[src/rtl/instruction_fetch_pkg.sv]
// Shared RV32 opcode constants, NOP encoding, fetch FSM states and the immediate
// format classifier used by the fetch stage and the controller.
package instruction_fetch_pkg;

    localparam logic [6:0] LUI      = 7'b0110111;
    localparam logic [6:0] AUIPC    = 7'b0010111;
    localparam logic [6:0] JAL      = 7'b1101111;
    localparam logic [6:0] JALR     = 7'b1100111;
    localparam logic [6:0] BTYPE    = 7'b1100011;
    localparam logic [6:0] LOADS    = 7'b0000011;
    localparam logic [6:0] STORES   = 7'b0100011;
    localparam logic [6:0] ARITHM_I = 7'b0010011;
    localparam logic [6:0] ARITHM_R = 7'b0110011;

    // addi x0, x0, 0
    localparam logic [31:0] NOP = 32'h00000013;

    localparam logic [0:0] ST_REQ  = 1'b0;
    localparam logic [0:0] ST_HOLD = 1'b1;

    typedef enum logic [2:0] {
        IMM_NONE,
        IMM_I,
        IMM_S,
        IMM_B,
        IMM_U,
        IMM_J
    } imm_fmt_t;

    function automatic imm_fmt_t imm_format(input logic [6:0] opcode);
        imm_fmt_t fmt;
        case (opcode)
            LOADS, ARITHM_I, JALR: fmt = IMM_I;
            STORES:                fmt = IMM_S;
            BTYPE:                 fmt = IMM_B;
            LUI, AUIPC:            fmt = IMM_U;
            JAL:                   fmt = IMM_J;
            default:               fmt = IMM_NONE;
        endcase
        return fmt;
    endfunction

endpackage

[src/rtl/instruction_fetch_imm_gen.sv]
// Combinational immediate decoder: expands the held instruction word into a
// sign-extended 32-bit immediate according to its opcode format.
module imm_gen
    import instruction_fetch_pkg::*;
(
    input  logic [31:0] ir,
    output logic [31:0] imm
);

    imm_fmt_t fmt;

    assign fmt = imm_format(ir[6:0]);

    always_comb begin
        imm = 32'h00000000;
        case (fmt)
            IMM_I: imm = {{20{ir[31]}}, ir[31:20]};
            IMM_S: imm = {{20{ir[31]}}, ir[31:25], ir[11:7]};
            IMM_B: imm = {{19{ir[31]}}, ir[31], ir[7], ir[30:25], ir[11:8], 1'b0};
            IMM_U: imm = {ir[31:12], 12'h000};
            IMM_J: imm = {{11{ir[31]}}, ir[31], ir[19:12], ir[20], ir[30:21], 1'b0};
            default: imm = 32'h00000000;
        endcase
    end

endmodule

[src/rtl/instruction_fetch.sv]
// Two-state instruction fetch stage: issues one word fetch, holds the returned
// instruction with its decoded fields until downstream accepts it.
module instruction_fetch
    import instruction_fetch_pkg::*;
#(
    parameter logic [31:0] RESET_PC = 32'h00000000
) (
    input  logic        CLK,
    input  logic        RST,
    output logic        IMEM_REQ,
    output logic [31:0] IMEM_ADDR,
    input  logic        IMEM_ACK,
    input  logic [31:0] IMEM_RDATA,
    input  logic        REDIRECT,
    input  logic [31:0] REDIRECT_PC,
    input  logic        NEXT_READY,
    output logic        INSTR_VALID,
    output logic [31:0] PC,
    output logic [6:0]  OPCODE,
    output logic [3:0]  FUNCT3,
    output logic [6:0]  FUNCT7,
    output logic [4:0]  RD,
    output logic [4:0]  RS1,
    output logic [4:0]  RS2,
    output logic [31:0] IMM
);

    localparam logic [31:0] RESET_PC_ALIGNED = {RESET_PC[31:2], 2'b00};

    logic [0:0]  state;
    logic [0:0]  state_next;
    logic [31:0] fetch_pc;
    logic [31:0] redirect_target;
    logic        capture;
    logic [31:0] ir_p1;
    logic [31:0] pc_p1;

    assign redirect_target = REDIRECT_PC & 32'hFFFFFFFC;

    // A returned word is taken only while a fetch is outstanding and not being redirected away.
    assign capture = (state == ST_REQ) && IMEM_ACK && !REDIRECT;

    always_comb begin
        state_next = state;
        if (REDIRECT) begin
            state_next = ST_REQ;
        end else begin
            case (state)
                ST_REQ:  if (IMEM_ACK)   state_next = ST_HOLD;
                ST_HOLD: if (NEXT_READY) state_next = ST_REQ;
                default: state_next = ST_REQ;
            endcase
        end
    end

    // Fetch/hold stage boundary
    always_ff @(posedge CLK) begin
        if (RST) begin
            state    <= ST_REQ;
            fetch_pc <= RESET_PC_ALIGNED;
            pc_p1    <= RESET_PC_ALIGNED;
            ir_p1    <= NOP;
        end else begin
            state <= state_next;
            if (REDIRECT) begin
                fetch_pc <= redirect_target;
            end else if (capture) begin
                fetch_pc <= fetch_pc + 32'd4;
            end
            if (capture) begin
                ir_p1 <= IMEM_RDATA;
                pc_p1 <= fetch_pc;
            end
        end
    end

    // Reset masks the handshake outputs immediately, before the state register settles.
    assign IMEM_REQ    = (state == ST_REQ) && !RST;
    assign INSTR_VALID = (state == ST_HOLD) && !RST;
    assign IMEM_ADDR   = fetch_pc;

    assign PC     = pc_p1;
    assign OPCODE = ir_p1[6:0];
    assign FUNCT3 = {1'b0, ir_p1[14:12]};
    assign FUNCT7 = ir_p1[31:25];
    assign RD     = ir_p1[11:7];
    assign RS1    = ir_p1[19:15];
    assign RS2    = ir_p1[24:20];

    imm_gen u_imm_gen (
        .ir  (ir_p1),
        .imm (IMM)
    );

endmodule
[config.mk]
export PLATFORM = sky130hd
export DESIGN_NAME = instruction_fetch
export DESIGN_NICKNAME = d
export VERILOG_FILES = /design/src/rtl/instruction_fetch_pkg.sv /design/src/rtl/instruction_fetch_imm_gen.sv /design/src/rtl/instruction_fetch.sv
export SDC_FILE = /design/constraint.sdc
export NUM_CORES = 1
export LEC_CHECK = 0
export BUFFER_PORTS_ARGS = -buffer_cell sky130_fd_sc_hd__buf_2
export CAP_MARGIN = 15
export CORE_AREA = 5 5 111 113
export CTS_BUF_LIST = sky130_fd_sc_hd__clkbuf_16
export CTS_CLUSTER_DIAMETER = 60
export DETAILED_ROUTE_END_ITERATION = 12
export DIE_AREA = 0 0 116 118
export PLACE_DENSITY = 0.69
export SYNTH_ARGS = -nofsm -noshare
export SYNTH_HDL_FRONTEND = slang
export SYNTH_SLANG_ARGS = --single-unit
[constraint.sdc]
create_clock -name CLK -period 6.89 [get_ports CLK]
set_clock_uncertainty 0.1 [all_clocks]
set_input_delay 1.378 -clock CLK [delete_from_list [all_inputs] [get_ports CLK]]
set_output_delay 1.378 -clock CLK [all_outputs]
set_load 0.02 [all_outputs]
Word level (Yosys, flattened, before mapping)
Cells that the tools add are included.

storage, ports and cells
  input bits = 69
  register bits after elaboration = 97
  output and inout bits = 131

operators by class
  equal/unequal tests = 13
  reductions and logical operators = 10
  add/sub/neg operators = 1
  bitwise logic cells = 1
  mux-type cells = 7

operators by type and width
  kind                                            number
  case mux 32 bit (5 select lines)                1
  two-way mux 32 bit                              2
  adder 32 x 3 -> 32 bit (second input constant)  1
  == test 7 bit (second input constant)           3
  case mux 3 bit (5 select lines)                 1
  == test 7 x 5 -> 1 bit (second input constant)  2
  == test 7 x 6 -> 1 bit (second input constant)  2
  == test 7 x 2 -> 1 bit (second input constant)  1
  == test 3 x 2 -> 1 bit (second input constant)  2
  == test 3 bit (second input constant)           2
  logical AND 1 bit                               4
  OR reduction 2 bit                              2
  == test 3 x 1 -> 1 bit (second input constant)  1
  OR reduction 3 bit                              1
  zero test 1 bit                                 2
  two-way mux 1 bit                               2
  case mux 1 bit (2 select lines)                 1
  nonzero test 2 bit                              1
  inverter 1 bit                                  1

Depth between registers and ports, before layout
Gate-level depths: netlist of run 1.

  depth after elaboration = 5
  gate-level depth with buffers = 7
  gate-level depth less buffers = 5

Hierarchy
A second synthesis of run 1 with hierarchy kept.

second synthesis, totals
  cells, all modules = 594
  area, all modules = 4,599.4 um2

by module, submodules not included
  module             times used  area an instance (um2)  cells each
  instruction_fetch  1           3,992.6                 503
  imm_gen            1           606.8                   91

Least setup slack after synthesis of run 1
Ideal clock, no wire load.

  kind = input -> output
  start = input port RST
  end = output port IMEM_REQ
  arrival time = 2.255 ns
  required time = 5.412 ns
  stages = 4
  buffers on the path = 3
  setup slack = 3.157 ns
  cell sequence = clkbuf_1 -> clkbuf_1 -> clkbuf_1 -> nor2_1

between the ends
  longest elaborated chain between the ends = 2

RTL lines
  item                line                     RTL
  start: declaration  instruction_fetch.sv:9   input logic RST,
  zero test 1 bit     instruction_fetch.sv:78  assign IMEM_REQ = (state == ST_REQ) && !RST;
  logical AND 1 bit   instruction_fetch.sv:78
  end: declaration    instruction_fetch.sv:10  output logic IMEM_REQ,

No other way between the ends.

Worst setup path in the final report of run 1
  start = register ir_p1[4]
  end = output port IMM[19]

between the ends
  longest elaborated chain between the ends = 5
  elaborated cells on any way between the ends = 17
  classes of those cells = eq/ne: 13; mux: 2; reduce/logical: 2

RTL lines
  item                                                             line                             RTL
  start: declaration                                               instruction_fetch.sv:35          logic [31:0] ir_p1;
  start signal: assignment                                         instruction_fetch.sv:62          ir_p1 <= NOP;
  start signal: assignment                                         instruction_fetch.sv:71          ir_p1 <= IMEM_RDATA;
  == test 7 x 2 -> 1 bit, or another cell as far along             instruction_fetch_pkg.sv:32      case (opcode)
  OR reduction 3 bit / OR reduction 2 bit (equally long branches)  instruction_fetch_pkg.sv:32
  case mux 3 bit (5 select lines) (*)                              instruction_fetch_pkg.sv:32
  == test 3 bit, or another cell as far along                      instruction_fetch_imm_gen.sv:16  case (fmt)
  case mux 32 bit (5 select lines) (*)                             instruction_fetch_imm_gen.sv:16
  end: declaration                                                 instruction_fetch.sv:25          output logic [31:0] IMM

Every way passes the cells marked *; elsewhere a longest branch is shown, timed or not.

==> summary.txt, run 1 <==
Run status
  • Status: complete, no violations

Flow run
  • Max-cap violations: 0

Die
  • Initial Utilization: 39.2%
  • Core area: 11200 sq um
  • Io pins: 200
  • Die Y: 118 um
  • # rows: 39
  • Die area: 13700 sq um
  • Die Span X: 116 um

Finish
  • Fin util: 50.3%
  • ANT cells: 0
  • Reg area: 1860 sq um
  • Fin cells: 873
  • Footprint of the multi-input gates: 2320 sq um
  • # fillers: 1106
  • # nets final: 797
  • Share of layout cells above drive strength 1: 29.6%
  • Layout area overhead: 28.5%

Global route
  • Pin count of the biggest net entering global routing: 78
  • First-pass GRT wire length: 22500 um
  • GRT Residual Overflow: 0
  • Vias in the first global route: 4406
  • Initial antenna violation count: 0
  • Total global-route track usage: 20.4%

Setup path
  • CP Buf/Inv Count: 1
  • Data arrival, critical path: 2.57 ns
  • Req. time, crit path: 5.41 ns
  • CP Max Fanout: 10
  • Top delay family on crit path: simple AND/OR/NAND/NOR gates
  • Crit-path cells: or3b_2, a21oi_1, nor3_1, a21o_1, buf_2
  • Startpoint class of the critical path: flop
  • Max stage delay on crit path: 0.58 ns
  • CP Class: reg2out
  • Slowest stage cell, crit path: a21oi_1
  • Crit. End Element: output port

Logic synthesis
  • Cell accounting for the most synthesized area: dfxtp_1
  • Register area share after synthesis: 42.3%
  • Prevailing post-synth register cell: dfxtp_1
  • Post-synth EDFFs: 0
  • Synth Area per Inst: 7.75 sq um
  • Top cells by area, synth: dfxtp_1, nand2_1, a21oi_1, clkbuf_1, a21o_1
  • Synth cell count leaders: nand2_1, dfxtp_1, a21oi_1
  • Top-count cell post-synth: nand2_1
  • Flops & latches, synth: 93
  • Synth warn: 0
  • Post-synth top area share: 42.3%
  • Distinct cells, synth: 57
  • Cell Area, Synth: 4400 sq um
  • Asr flop ratio synth: 0%
  • Syn Inst Count: 567

Routing
  • Vias per std cell: 5.41
  • Initial DRC count: 402
  • Vias: 4719
  • WL per Instance: 16.4 um
  • DR pass1 iterations: 5
  • Final wirelength: 14300 um
  • DR DRC count: 0
  • DRT antenna net count: 0

Clocking
  • Hold-fix buffers at CTS: 0
  • Clock Path Buffers: 2
  • H-tree Lvls: 3
  • Latest clock arrival within the worst-skew pair: 0.34 ns
  • CTS Root Cell: clkbuf_16
  • CTS clk-pin slew, worst paths: 0.06 ns
  • CTS Buf Count: 9
  • Clk sinks: 93
  • CTS resizes: 0
  • TritonCTS clock tree: done
  • Postcts setup bufs: 0

Pwr
  • Logic gate share of total power: 15.4%
  • Maximum vdd drop: 120 uV
  • Clock Power Share: 37.3%
  • Int Power: 0.000908 W
  • P_sw: 0.000361 W
  • Leak pwr: 2.64 nW
  • Sw frac: 28.4%
  • PwrDens: 225 nW/um^2
  • Part of the power in registers: 47.3%

Place
  • GP Congestion: 0.816
  • Port buffer count: 192
  • Placed insts: 859
  • Dpl hpwl: 10300 um
  • Pre-CTS WS: 3.20 ns

STA
  • Setup_tns: 0 ns
  • FMAX: 247 MHz
  • Slew Viols, Final: 0
  • Rel. slew slack: 36.3%
  • Tmin final: 4.05 ns
  • RSZ-0062 raised after global routing: no
  • Final period util: 58.8%
  • Final hold violation count: 0
  • # setup viols final: 0
  • Worst-margin pin slew: 0.951 ns
  • Worst setup margin: 2.84 ns

Min path
  • Hold/Removal Path Class: reg2reg
[registers in the layout, summed over array words and instances, names as in the netlist]
| signal | flops |
|---|---|
| IMEM_ADDR | 30 |
| PC | 30 |
| ir_p1 | 32 |
| state | 1 |
[worst register-to-register path, stage by stage, from the launching register on]
cell and delay [ns]:
dfxtp_1 0.39, and4b_1 0.57, nand4_1 0.49, or4_1 0.63
a311oi_1 0.27
[per-layer routing]
metal / global-route usage (%) / part of all wire (%) / up-vias
li1: - / - / 2317
met5: 0 / 0 / -
met3: 4.68 / 7.6 / 18
met2: 32.0 / 47 / 190
met1: 27.3 / 44 / 2194
met4: 7.25 / 1.7 / 0
[placed cells by master (no fill, tap or decap), types with 4 or more instances in the layout]
cell       Yosys  final
xor2_1         6      6
nor2_1        31     31
a211oi_1      11     11
a21o_1        19     19
o21ai_0        5      5
inv_1          6      8
nand4_1       10     10
and4_1         6      6
buf_2          3    191
or4_1         11     11
dfxtp_1       93     93
nand3b_1       5      5
a22o_1         4      4
o31ai_1        9      9
clkbuf_16      0      9
nor3_1         4      4
a311oi_1      12     12
nand2_1      140    140
nor4_1         6      6
xnor2_1        4      4
a21oi_1       67     67
buf_4          5      5
nand3_1       14     14
and2_1         6      6
conb_1         1      5
[path summary, 6_finish.rpt]
kind | end | slack (ns) | cells past startpoint | start
worst max-delay path | IMM[19] | 2.84 | 5 | ir_p1[4]
worst min-delay path | PC[19] | 0.35 | 2 | PC[19]
worst max register to register | IMEM_ADDR[31] | 4.36 | 4 | state
worst min register to register | PC[19] | 0.35 | 2 | PC[19]
[area by class of cell]
type | count | share of cell area (%)
Tap cell | 143 | 3.17
Clock buffer | 9 | 3.99
Multi-Input combinational cell | 420 | 41.0
Clock inverter | 5 | 0.819
Timing Repair Buffer | 196 | 17.6
Inverter | 7 | 0.465
Sequential cell | 93 | 33.0
[cell families (layout without fill, tap and decap cells)]
family / after synthesis / count (layout) / share of synthesized area, %
AND/OR/NAND/NOR: 256 / 256 / 27.8
AO/OA/AOI/OAI: 146 / 146 / 21.5
flip-flops: 93 / 93 / 42.3
buffers and inverters: 58 / 217 / 5.46
XOR/XNOR: 10 / 10 / 1.99
multiplexers: 2 / 2 / 0.484
adder cells (fa/ha/maj): 1 / 1 / 0.285
other: 1 / 5 / 0.0853
[power by group through the flow]
stage | Sequential, W | Combinational (W) | Clock [W]
6_report | 0.000600 | 0.000195 | 0.000473
5_1_grt | 0.000605 | 0.000213 | 0.000517
4_1_cts | 0.000599 | 0.000197 | 0.000486
3_5_place_dp | 0.000611 | 0.000197 | 0
3_3_place_gp | 0.000609 | 0.000194 | 0
2_1_floorplan | 0.000633 | 0.0000968 | 0
[per-stage QoR]
| step | hold slack [ns] | area [sq um] | power, W |
|---|---|---|---|
| 6_report | 0.351 | 5650 | 0.00127 |
| 5_1_grt | 0.369 | 5650 | 0.00134 |
| 4_1_cts | 0.355 | 5650 | 0.00128 |
| 3_5_place_dp | 0.346 | 5380 | 0.000808 |
| 3_3_place_gp | 0.340 | 5380 | 0.000803 |
| 2_1_floorplan | 0.408 | 4410 | 0.000730 |
No activity file was read; power rests on OpenSTA's default activity.
==> inputs of run 2 (changes only) <==
- clock period: 6.89 -> 3.95 ns (I/O delays scaled with it)
==> run 2 against run 1 <==
Effect of this change:
- sequential share of layout area is 0.10 points lower
- cell area is 0.31% higher
- first-iteration DRC count decreased by 1.7%
- die area unchanged
- cell count up 0.69%
- clock power grew 63%
- global-route usage shrank 0.72 points
- total power grew 70%
- combinational power is 76% higher
- sequential power rose by 75%
- via count grew 1.2%
- critical path type unchanged
- critical endpoint is now IMM[15]
- largest power group unchanged
- highest routed layer unchanged
==> summary.txt, run 2 (synthesis gave the netlist of run 1 again) <==
Clocking
  • Hold-fix buffers at CTS: 0 (unchanged)
  • CTS Buf Count: 9 (unchanged)
  • Latest clock arrival within the worst-skew pair: 0.33 ns (about the same)
  • CTS resizes: 0 (unchanged)
  • CTS Root Cell: clkbuf_16
  • H-tree Lvls: 3 (unchanged)
  • Clk sinks: 93 (unchanged)
  • Postcts setup bufs: 0 (unchanged)
  • TritonCTS clock tree: done
  • CTS clk-pin slew, worst paths: 0.06 ns (about the same)
  • Clock Path Buffers: 2 (unchanged)

Die
  • # rows: 39 (unchanged)
  • Io pins: 200 (unchanged)
  • Initial Utilization: 39.2% (unchanged)
  • Die Span X: 116 um (unchanged)
  • Die area: 13700 sq um (unchanged)
  • Die Y: 118 um (unchanged)
  • Core area: 11200 sq um (unchanged)

Min path
  • Hold/Removal Path Class: reg2reg

Pwr
  • Maximum vdd drop: 265 uV (+120%)
  • Leak pwr: 2.64 nW (about the same)
  • PwrDens: 382 nW/um^2 (+70%)

STA
  • Slew Viols, Final: 0 (unchanged)
  • Tmin final: 3.32 ns
  • FMAX: 301 MHz
  • Rel. slew slack: 36.2% (-0.063 points)
  • Final hold violation count: 0 (unchanged)
  • Worst-margin pin slew: 0.949 ns (-0.00218 ns)
  • # setup viols final: 0 (unchanged)
  • Setup_tns: 0 ns (unchanged)
  • Final period util: 84.0%
  • RSZ-0062 raised after global routing: no

Finish
  • Number of flip-flops in the largest register: 32 (unchanged)
  • Leading cell types in the layout, fill and taps excluded: buf_2, nand2_1, dfxtp_1, a21oi_1, nor2_1
  • Share of layout cells above drive strength 1: 30.1% (+0.48 points)
  • # nets final: 801 (+0.50%)
  • Fin util: 50.5% (+0.16 points)
  • # fillers: 1135 (+2.6%)
  • Layout area overhead: 28.9%
  • Footprint of the multi-input gates: 2320 sq um (unchanged)
  • Commonest non-fill, non-tap cell in the layout: buf_2
  • Post-Layout Inst Area: 5670 sq um (+0.31%)
  • Largest Register: ir_p1
  • Fin cells: 879 (+0.69%)
  • Reg area: 1860 sq um (unchanged)

Global route
  • Total global-route track usage: 19.7% (-0.72 points)
  • Initial antenna violation count: 0 (unchanged)
  • GRT Residual Overflow: 0 (unchanged)
  • First-pass GRT wire length: 22200 um (-1.7%)
  • Vias in the first global route: 4356 (-1.1%)
  • Pin count of the biggest net entering global routing: 63 (-19%)

Setup path
  • Crit-path cells: mux2i_1, a21boi_0, nor3_1, a21o_1, buf_2
  • Top delay family on crit path: simple AND/OR/NAND/NOR gates
  • Slowest stage cell, crit path: nor3_1
  • Max stage delay on crit path: 0.76 ns (+0.18 ns)
  • Crit. End Element: output port
  • Startpoint class of the critical path: flop
  • CP Class: reg2out
  • CP Buf/Inv Count: 1 (unchanged)
  • Data arrival, critical path: 2.43 ns (-0.14 ns)
  • CP Max Fanout: 10 (unchanged)
  • Req. time, crit path: 3.06 ns (-2.35 ns)

Flow run
  • Max-cap violations: 0 (unchanged)

Routing
  • WL per Instance: 16.2 um (-0.82%)
  • Vias: 4774 (+1.2%)
  • DR pass1 iterations: 5 (unchanged)
  • DRT antenna net count: 0 (unchanged)
  • Final wirelength: 14300 um (-0.14%)
  • DR DRC count: 0 (unchanged)
  • Vias per std cell: 5.43 (+0.47%)
  • Initial DRC count: 395 (-1.7%)

Place
  • Placed insts: 863 (+0.47%)
  • Placed inst area: 5410 sq um (+0.56%)
  • Dpl hpwl: 10300 um (-0.26%)
  • Port buffer count: 192 (unchanged)
  • GP Congestion: 0.837 (+2.6%)

Run status
  • Status: complete, no violations
## run 2: area by class of cell
cell class	count	area share [%]
flip-flops and latches	93	32.9
inverters	7	0.464
well taps	143	3.16
clock inverters	6	0.552
clock buffers	9	3.97
diodes	1	0.0442
multi-input cells	420	40.9
repair buffers	200	18.1
## run 2: report_power, final
part           leakage (nW)  total (W)  internal [W]  switching, W
Clock                 0.120   0.000773      0.000416      0.000357
Combinational          1.76   0.000344      0.000126      0.000218
Sequential            0.762    0.00105      0.000984     0.0000621
## run 2: path summary, 6_finish.rpt
| path | from | end | slack, ns | cells past startpoint |
|---|---|---|---|---|
| max | ir_p1[5] | IMM[15] | 0.63 | 5 |
| min | PC[19] | PC[19] | 0.35 | 2 |
| max reg2reg | IMEM_ADDR[4] | IMEM_ADDR[31] | 1.44 | 4 |
| min reg2reg | PC[19] | PC[19] | 0.35 | 2 |
## run 2: routing by layer
layer / share of wire [%] / wire (um) / global-route usage (%)
met1: 43 / 6100 / 26.1
met4: 1.5 / 212 / 5.44
met2: 48 / 6810 / 32.3
met3: 8.1 / 1160 / 4.01
met5: 0 / 0 / 0
## run 2: through the flow
step / hold WS [ns] / worst slack, ns / power (W)
after global placement: 0.340 / 1.14 / 0.00140
after floorplan: 0.408 / 1.12 / 0.00127
final: 0.351 / 0.632 / 0.00216
after CTS: 0.355 / 0.610 / 0.00218
after global routing: 0.374 / 0.476 / 0.00227
after detailed placement: 0.346 / 0.969 / 0.00141
## run 2: worst register-to-register path, delay by kind of cell, from the launching register on
| family | cells | cell delay [ns] |
|---|---|---|
| compound gates | 1 | 0.30 |
| simple gates | 3 | 1.55 |
| flops | 1 | 0.47 |
